===== config.mk =====
export PLATFORM = sky130hd
export DESIGN_NAME = ps2_key_fifo
export DESIGN_NICKNAME = d
export VERILOG_FILES = /design/src/rtl/ps2_key_fifo.sv
export SDC_FILE = /design/constraint.sdc
export NUM_CORES = 1
export LEC_CHECK = 0
export CORE_UTILIZATION = 25
export DETAILED_ROUTE_END_ITERATION = 8
export MAX_ROUTING_LAYER = met4
export PLACE_DENSITY = 0.45
export SYNTH_ARGS = -nofsm -noshare
export SYNTH_HDL_FRONTEND = slang
export SYNTH_SLANG_ARGS = --single-unit

===== constraint.sdc =====
create_clock -name CLK -period 2.9 [get_ports CLK]
set_input_delay 0.58 -clock CLK [delete_from_list [all_inputs] [get_ports CLK]]
set_output_delay 0.58 -clock CLK [all_outputs]
set_load 0.05 [all_outputs]

===== src/rtl/ps2_key_fifo.sv =====
// ps2_key_fifo: PS/2 keyboard receiver with frame checking, E0/F0 prefix folding
// and a first-word-fall-through key-event FIFO.
// Optional feature macro: PS2_BREAK_EVENTS_EN (queue key-release events).
module ps2_key_fifo #(
  parameter int DEPTH   = 8,
  parameter int FILTER  = 4,
  parameter int TIMEOUT = 1600
) (
  input  logic                     CLK,
  input  logic                     reset,
  input  logic                     ps2_clk,
  input  logic                     ps2_data,
  input  logic                     rd_en,
  output logic                     ev_valid,
  output logic [7:0]               ev_code,
  output logic                     ev_break,
  output logic                     ev_ext,
  output logic [$clog2(DEPTH):0]   count,
  output logic                     overflow,
  output logic                     frame_err
);

  localparam int AW = $clog2(DEPTH);
  localparam int CW = AW + 1;
  localparam int FW = $clog2(FILTER + 1);
  localparam int TW = $clog2(TIMEOUT + 1);

`ifdef PS2_BREAK_EVENTS_EN
  localparam logic BRK_EN = 1'b1;
`else
  localparam logic BRK_EN = 1'b0;
`endif

  typedef enum logic [1:0] {IDLE, DATA, PARITY, STOP} state_t;

  logic          clk_s1, clk_s2, dat_s1, dat_s2;
  logic          clk_f;
  logic [FW-1:0] fcnt;
  logic          strobe;

  state_t        state;
  logic [2:0]    bit_idx;
  logic [7:0]    shreg;
  logic          par;
  logic [TW-1:0] tcnt;
  logic          byte_valid;
  logic [7:0]    rx_byte;

  logic          ext_f, brk_f;
  logic          ev_push;
  logic [9:0]    ev_word;

  logic [9:0]    mem [DEPTH];
  logic [AW-1:0] wr_ptr, rd_ptr;
  logic [9:0]    head;
  logic          full, do_pop, do_push;

  // Two-flop synchronisers for both PS/2 pins; idle level of the bus is high.
  always_ff @(posedge CLK) begin
    if (reset) begin
      clk_s1 <= 1'b1;
      clk_s2 <= 1'b1;
      dat_s1 <= 1'b1;
      dat_s2 <= 1'b1;
    end else begin
      clk_s1 <= ps2_clk;
      clk_s2 <= clk_s1;
      dat_s1 <= ps2_data;
      dat_s2 <= dat_s1;
    end
  end

  // Stability filter on ps2_clk; the strobe is raised together with an accepted fall.
  always_ff @(posedge CLK) begin
    if (reset) begin
      clk_f  <= 1'b1;
      fcnt   <= '0;
      strobe <= 1'b0;
    end else begin
      strobe <= 1'b0;
      if (clk_s2 != clk_f) begin
        if (fcnt == FW'(FILTER - 1)) begin
          clk_f  <= clk_s2;
          fcnt   <= '0;
          strobe <= clk_f;
        end else begin
          fcnt <= fcnt + FW'(1);
        end
      end else begin
        fcnt <= '0;
      end
    end
  end

  // Frame FSM: start, 8 data bits LSB first, odd parity, stop, with inter-bit timeout.
  always_ff @(posedge CLK) begin
    if (reset) begin
      state      <= IDLE;
      bit_idx    <= '0;
      shreg      <= '0;
      par        <= 1'b0;
      tcnt       <= '0;
      byte_valid <= 1'b0;
      rx_byte    <= '0;
      frame_err  <= 1'b0;
    end else begin
      byte_valid <= 1'b0;
      frame_err  <= 1'b0;
      if (strobe) begin
        tcnt <= '0;
        case (state)
          IDLE: begin
            if (!dat_s2) begin
              state   <= DATA;
              bit_idx <= '0;
            end
          end
          DATA: begin
            shreg   <= {dat_s2, shreg[7:1]};
            bit_idx <= bit_idx + 3'd1;
            if (bit_idx == 3'd7) state <= PARITY;
          end
          PARITY: begin
            par   <= dat_s2;
            state <= STOP;
          end
          default: begin
            if (dat_s2 && ((^shreg) ^ par)) begin
              byte_valid <= 1'b1;
              rx_byte    <= shreg;
            end else begin
              frame_err <= 1'b1;
            end
            state <= IDLE;
          end
        endcase
      end else if (state != IDLE) begin
        if (tcnt == TW'(TIMEOUT - 1)) begin
          state     <= IDLE;
          tcnt      <= '0;
          frame_err <= 1'b1;
        end else begin
          tcnt <= tcnt + TW'(1);
        end
      end else begin
        tcnt <= '0;
      end
    end
  end

  // Prefix decoder: folds E0/F0 into the next real scan code; 00/FF are dropped.
  always_ff @(posedge CLK) begin
    if (reset) begin
      ext_f   <= 1'b0;
      brk_f   <= 1'b0;
      ev_push <= 1'b0;
      ev_word <= '0;
    end else begin
      ev_push <= 1'b0;
      if (byte_valid) begin
        case (rx_byte)
          8'hE0: ext_f <= 1'b1;
          8'hF0: brk_f <= 1'b1;
          8'h00, 8'hFF: begin
            ext_f <= 1'b0;
            brk_f <= 1'b0;
          end
          default: begin
            ev_word <= {ext_f, brk_f, rx_byte};
            ev_push <= BRK_EN | ~brk_f;
            ext_f   <= 1'b0;
            brk_f   <= 1'b0;
          end
        endcase
      end
    end
  end

  // FIFO handshake: a pop frees a slot for a same-cycle push when full.
  always_comb begin
    full    = (count == CW'(DEPTH));
    do_pop  = rd_en && (count != '0);
    do_push = ev_push && (!full || do_pop);
    head    = mem[rd_ptr];
  end

  // FIFO storage; contents need no reset because outputs are masked by ev_valid.
  always_ff @(posedge CLK) begin
    if (do_push) mem[wr_ptr] <= ev_word;
  end

  // FIFO pointers, occupancy and sticky overflow.
  always_ff @(posedge CLK) begin
    if (reset) begin
      wr_ptr   <= '0;
      rd_ptr   <= '0;
      count    <= '0;
      overflow <= 1'b0;
    end else begin
      if (do_push) wr_ptr <= wr_ptr + AW'(1);
      if (do_pop)  rd_ptr <= rd_ptr + AW'(1);
      case ({do_push, do_pop})
        2'b10:   count <= count + CW'(1);
        2'b01:   count <= count - CW'(1);
        default: count <= count;
      endcase
      if (ev_push && full && !do_pop) overflow <= 1'b1;
    end
  end

  // Head-of-queue outputs, forced to zero while empty.
  always_comb begin
    ev_valid = (count != '0);
    ev_code  = ev_valid ? head[7:0] : '0;
    ev_ext   = ev_valid & head[9];
    ev_break = BRK_EN & ev_valid & head[8];
  end

endmodule


## Word-level counts from Yosys, hierarchy flattened

Memories as Yosys holds them, arrays and structs flattened. A register that Yosys moved wholly into a read port is not among the register bits.
Cells that the tools add are included.

- Flip-flop bits (word level): 68
- Memory bits (writable): 80
- Bits of input ports: 5
- Output and inout port bits: 17
- Memories: 1

- Add/sub/neg operators: 7
- Equality and inequality tests: 15
- Mux-type cells: 22
- Bitwise operators: 12
- Reductions and logical operators: 33

Memories:

| memory | depth | bits a word | read ports | clocked after Yosys merged registers in | write ports | line | text |
|---|---|---|---|---|---|---|---|
| mem | 8 | 10 | 1 | 1 | 1 | 53 | `logic [9:0] mem [DEPTH];` |

Operator list:

| kind | number |
|---|---|
| 8-bit equality test, second input constant | 3 |
| 3-bit by 1-bit adder with 3-bit output, second input constant | 4 |
| 2-bit AND reduction | 6 |
| 11-bit by 1-bit adder with 11-bit output, second input constant | 1 |
| 11-bit equality test, second input constant | 1 |
| 2-bit two-way mux | 5 |
| 1-bit NOT | 10 |
| 2-bit nonzero test | 5 |
| 3-bit two-way mux | 3 |
| 3-bit OR reduction | 3 |
| 8-bit zero test | 1 |
| 1-bit two-way mux | 8 |
| 8-bit two-way mux | 1 |
| 4-bit one-hot mux with 2 select lines | 1 |
| 4-bit OR reduction | 2 |
| 8-bit XOR reduction | 1 |
| 3-bit != test, second input constant | 2 |
| 2-bit one-hot mux with 3 select lines | 1 |
| 3-bit one-hot mux with 2 select lines | 1 |
| 3-bit AND reduction | 2 |
| 6-bit OR reduction | 1 |
| 1-bit logical AND | 5 |
| 5-bit OR reduction | 1 |
| 4-bit by 1-bit adder with 4-bit output, second input constant | 1 |
| 16 further kinds | 20 |

## Depth between registers and ports, before layout

Gate-level depths: netlist (run 1).

- Word-level depth: 6
- Gate-level depth with buffers: 9
- Mapped depth without buffers: 8

## Worst setup path after synthesis (run 1)

OpenSTA, ideal clock, no wires.

- Path kind: register -> output
- From: register with a tool-made name
- To: output port ev_code[6]
- Data arrival time: 1919 ps
- Data required time: 2320 ps
- Setup slack: 401 ps
- Stages on the path, launching flop included: 6
- Path through: dfxtp_1 -> buf_1 -> clkbuf_1 -> mux4_2 -> mux2i_1 -> nor2_1

RTL lines:

| element | line | text |
|---|---|---|
| end: declaration | 15 | `output logic [7:0] ev_code,` |

## Final worst setup path (run 1)

- From: register count[0]
- To: output port ev_valid

- Longest elaborated chain between the ends: 1

Ends and longest elaborated chain:

| element | line | text |
|---|---|---|
| start: declaration | 18 | `output logic [$clog2(DEPTH):0] count,` |
| start signal: assignment | 203 | `2'b10: count <= count + CW'(1);` |
| start signal: assignment | 204 | `2'b01: count <= count - CW'(1);` |
| start signal: assignment | 205 | `default: count <= count;` |
| 4-bit nonzero test | 213 | `ev_valid = (count != '0);` |
| end: declaration | 14 | `output logic ev_valid,` |

Every way passes these cells.

==> results_tabular.tex, run 1 <==
\begin{tabular}{lr}
\hline
Metric & Value \\
\hline
\multicolumn{2}{l}{\textbf{Run status}} \\
\quad Status & completed \\
\multicolumn{2}{l}{\textbf{Yosys}} \\
\quad Synth cell types & 46 \\
\quad Cells taking the most area after synthesis & sky130\_fd\_sc\_hd\_\_edfxtp\_1 (38\%), sky130\_fd\_sc\_hd\_\_dfxtp\_1 (25\%), sky130\_fd\_sc\_hd\_\_mux4\_2 (7.1\%) \\
\quad Synthesized flop and latch total & 142 \\
\quad Number of instances in the synthesized netlist & between 400 and 500 \\
\quad Synth area leader & sky130\_fd\_sc\_hd\_\_edfxtp\_1 \\
\quad Post-Syn Nets & about 450 \\
\quad Average instance area after synthesis & approximately 13 um\^{}2 \\
\quad Most used standard cell by instance count after synthesis & sky130\_fd\_sc\_hd\_\_edfxtp\_1 \\
\quad Top cells by count, synth & sky130\_fd\_sc\_hd\_\_edfxtp\_1 (72), sky130\_fd\_sc\_hd\_\_dfxtp\_1 (70), sky130\_fd\_sc\_hd\_\_nor2\_1 (63), sky130\_fd\_sc\_hd\_\_nand2\_1 (30), sky130\_fd\_sc\_hd\_\_mux2i\_1 (29) \\
\quad Post-synth top area share & about two fifths \\
\quad Number of enable flip-flop cells after synthesis & 72 \\
\quad Share of the yosys chip area belonging to registers & between 60\% and 70\% \\
\quad Ys Warns & 0 \\
\quad Netlist Area Pre-Place & approximately 5700 um\^{}2 \\
\quad Async SR Flop Fraction & 0\% \\
\quad Dominant synthesized flop cell & sky130\_fd\_sc\_hd\_\_edfxtp\_1 \\
\multicolumn{2}{l}{\textbf{Worst hold path}} \\
\quad Worst Hold Depth & 1 \\
\quad Hold path startpoint & dat\_s1 \\
\quad Type of the most critical hold path & flop to flop \\
\quad Hold Crit Endpoint & dat\_s2 \\
\multicolumn{2}{l}{\textbf{Pwr}} \\
\quad Pwr/cell area & around 760 nW/um\^{}2 \\
\quad Internal portion of total power & approximately 3.8 mW \\
\quad Switching power & roughly 1.4 mW \\
\quad Peak ir drop on the vdd network & roughly 0.4 mV \\
\quad Fraction of power spent switching nets & 27.1\% \\
\quad Power consumption & 5.17 mW \\
\quad Part of the power in the clock network & a little over two fifths \\
\quad Leakage power summed over all cells & $\sim$2.4 nW \\
\quad Sequential cell fraction of total power & between 40 and 50\% \\
\quad Fraction of power consumed by combinational cells & between 10\% and 20\% \\
\multicolumn{2}{l}{\textbf{Placed design}} \\
\quad Hpwl dp & 7280 um \\
\quad Placer Congestion & slightly below 0.8 \\
\quad Input/output buffers & 20 \\
\multicolumn{2}{l}{\textbf{Final layout}} \\
\quad Growth of design area from synthesis to finish & 20.4\% \\
\quad Number of filler instances in the final layout & $\sim$2,200 \\
\quad Post-layout net count & roughly 490 \\
\quad Antenna cells & 0 \\
\quad Proportion of layout cells with a drive suffix above 1 & $\sim$17\% \\
\multicolumn{2}{l}{\textbf{Setup path}} \\
\quad Worst path max stage delay & $\sim$0.74 ns \\
\quad Critical path, cell by cell & nor4\_2 > inv\_1 > clkdlybuf4s50\_1 \\
\quad Critical Setup Path Class & flop to primary output \\
\quad Depth of the worst register-to-register path & 8 \\
\quad Capturing element type of the critical path & primary output \\
\quad Arrival time reported for the critical path endpoint & roughly 2.1 ns \\
\quad Cell family contributing the most delay on the critical path & buffers and inverters \\
\quad Data required, critical path & 2.32 ns \\
\quad Critical-path maximum fanout & 6 \\
\quad CP Depth & 3 \\
\quad Type of origin of the critical path & flop \\
\quad Critical R2R Launch & count[0] \\
\quad Capture instance of the worst register-to-register path & count[2] \\
\quad Slowest CP cell & sky130\_fd\_sc\_hd\_\_clkdlybuf4s50\_1 \\
\quad Setup slack on the worst flop-to-flop path & just over 0.8 ns \\
\quad WP buf/inv & 2 \\
\multicolumn{2}{l}{\textbf{STA}} \\
\quad Maximum clock rate & approximately 0.37 GHz \\
\quad Setup Viol. Count Final & 0 \\
\quad Pin slew with the least headroom to its limit & just under 0.6 ns \\
\quad Number of endpoints with negative hold slack in the final report & 0 \\
\quad Normalized max-slew margin & about 61\% \\
\quad Final worst path period share & 93.6\% \\
\quad Post-layout min period & between 2 and 3 ns \\
\quad Final Max Slew Viols & 0 \\
\quad Sum of negative setup slack & 0 ns \\
\quad RSZ-0062 raised after global routing & no \\
\quad Final Skew & roughly 0.0049 ns \\
\multicolumn{2}{l}{\textbf{Drt}} \\
\quad First-pass iteration count of the detailed router & 8 \\
\quad Routed wire length per instance & about 14 um \\
\quad Starting DRT DRC Count & about 150 \\
\quad DRT Wirelength & between 10,000 and 15,000 um \\
\quad DR vias/cell & roughly 4.3 \\
\quad Residual antenna-violating net count after detailed routing & 0 \\
\quad Number of DRC violations after detailed routing & 0 \\
\quad Via count of the routed design & $\sim$3,300 \\
\multicolumn{2}{l}{\textbf{Die}} \\
\quad Area of the core region & 22,000 um\^{}2 \\
\quad Chip height & 153 um \\
\quad Placement Rows & 54 \\
\quad Total I/O pin count & 22 \\
\quad Effective utilization at floorplan & about 26\% \\
\quad Chip Width & around 150 um \\
\quad Total Die Area & 23,300 um\^{}2 \\
\multicolumn{2}{l}{\textbf{Clock tree}} \\
\quad Clock latency at the later pin of the worst-skew pair & $\sim$0.42 ns \\
\quad CTS Root Cell & sky130\_fd\_sc\_hd\_\_clkbuf\_16 \\
\quad Total number of H-tree levels & 4 \\
\quad Clock Sinks & 142 \\
\quad Hold-fix buffers, CTS & 0 \\
\quad Post-CTS setup repair buffer count & 0 \\
\quad Clock Pin Slew Worst Setup and Hold Paths & $\sim$0.060 ns \\
\quad CTS Buffer Depth & 2 \\
\quad Number of buffers created by CTS & 17 \\
\quad Resized cells post-CTS & 0 \\
\quad TritonCTS clock tree & done \\
\multicolumn{2}{l}{\textbf{GRT}} \\
\quad Number of global-route vias before repair & approximately 3,400 \\
\quad First-pass GRT wire length & 17,900 um \\
\quad Pin count of the biggest net entering global routing & 41 \\
\quad Antenna violations before repair & 0 \\
\quad GR Util All Layers & between 10\% and 20\% \\
\quad Total global routing overflow & 0 \\
\multicolumn{2}{l}{\textbf{Job}} \\
\quad Max-Cap Viols & 0 \\
\hline
\end{tabular}
state kept, by name, indices dropped and copies added, names as in the netlist, 2 cells and up, named ones only:
name and flops:
state 2, bit_idx 3, rd_ptr 3, tcnt 11, mem 72, wr_ptr 3, rx_byte 8, ev_word 9
shreg 8, count 4, fcnt 3
worst max-delay path by stage:
stage | endpoint | slack, ns | start
floorplan | ev_code[6] | 0.40 | flop
global placement | count[2] | 0.42 | rd_en
detailed placement | mem[0][6] | 0.35 | rd_en
CTS | ev_valid | 0.14 | count[0]
global route | ev_valid | 0.09 | count[0]
finish | ev_valid | 0.19 | count[0]
cells by family (layout without fill, tap and decap cells):
family                   count (synthesis)  in the layout  share of synthesized area (%)
flip-flops                             142            142                           62.7
adder cells (fa/ha/maj)                 12             12                           2.64
other                                    1              1                         0.0660
XOR/XNOR                                22             22                           4.19
multiplexers                            49             49                           12.8
AO/OA/AOI/OAI                           34             34                           3.63
AND/OR/NAND/NOR                        149            149                           12.0
buffers and inverters                   26             75                           1.87
through the flow:
stage	worst slack, ns	hold slack (ns)	area, um^2	utilization (%)	std cells
6_report	0.185	0.409	6840	31.0	764
2_1_floorplan	0.401	0.389	5680	-	435
5_1_grt	0.0909	0.430	6840	31.0	764
4_1_cts	0.141	0.411	6840	31.0	764
3_5_place_dp	0.350	0.397	6240	28.3	732
3_3_place_gp	0.417	0.396	6240	28.3	732
layout by cell type (no fill, tap or decap), drive strengths merged, types with 2 or more instances in the layout:
cell type      instances
edfxtp                72
dfxtp                 70
nor2                  64
nand2                 30
mux2i                 30
buf                   24
nand3                 21
mux4                  18
a21oi                 18
clkbuf                18
ha                    12
inv                   12
xnor2                 10
clkdlybuf4s50         10
xor2                   9
nand2b                 7
nor3                   5
nor4                   5
clkinv                 5
and3                   4
or2                    4
a31oi                  3
clkinvlp               3
bufinv                 3
nor2b                  2
nor4b                  2
nand4                  2
xnor3                  2
a22oi                  2
o21ai                  2
layout make-up:
cell class / instances / area, um^2 / area share [%]
Sequential cell: 142 / 3560 / 52.1
Multi-Input combinational cell: 267 / 2020 / 29.5
Timing Repair Buffer: 34 / 278 / 4.06
Tap cell: 280 / 350 / 5.12
Clock inverter: 14 / 166 / 2.43
Clock buffer: 18 / 429 / 6.28
Inverter: 9 / 33.8 / 0.494
routing by layer:
| layer | GRT usage, % | part of all wire, % | up-vias |
|---|---|---|---|
| met1 | 12.9 | 49 | 1592 |
| met2 | 15.6 | 46 | 54 |
| li1 | - | - | 1647 |
| met3 | 3.47 | 3.6 | 14 |
| met5 | - | 0 | - |
| met4 | 3.46 | 1.3 | 0 |
power by group through the flow:
stage	sequential [mW]	combinational, mW	clock [mW]
after floorplan	2.22	0.567	0
after global placement	2.19	0.828	0
after detailed placement	2.19	0.830	0
after CTS	2.14	0.831	2.26
after global routing	2.15	0.876	2.34
final	2.14	0.817	2.20
worst reg2reg max path, delay by kind of cell (launching register included):
kind                     cells  cell delay, ns
AO/OA/AOI/OAI                1            0.08
multiplexers                 1            0.27
flip-flops                   1            0.37
XOR/XNOR                     1            0.15
AND/OR/NAND/NOR              4            0.90
adder cells (fa/ha/maj)      1            0.20
Power figures use the tool's default switching activity.
==> inputs of run 2 (changes only) <==
ABC_CLOCK_PERIOD_IN_PS = 2900   (was not set)
==> results of run 2 <==
The final DEF is identical to that of run 1; final timing and power are the same.
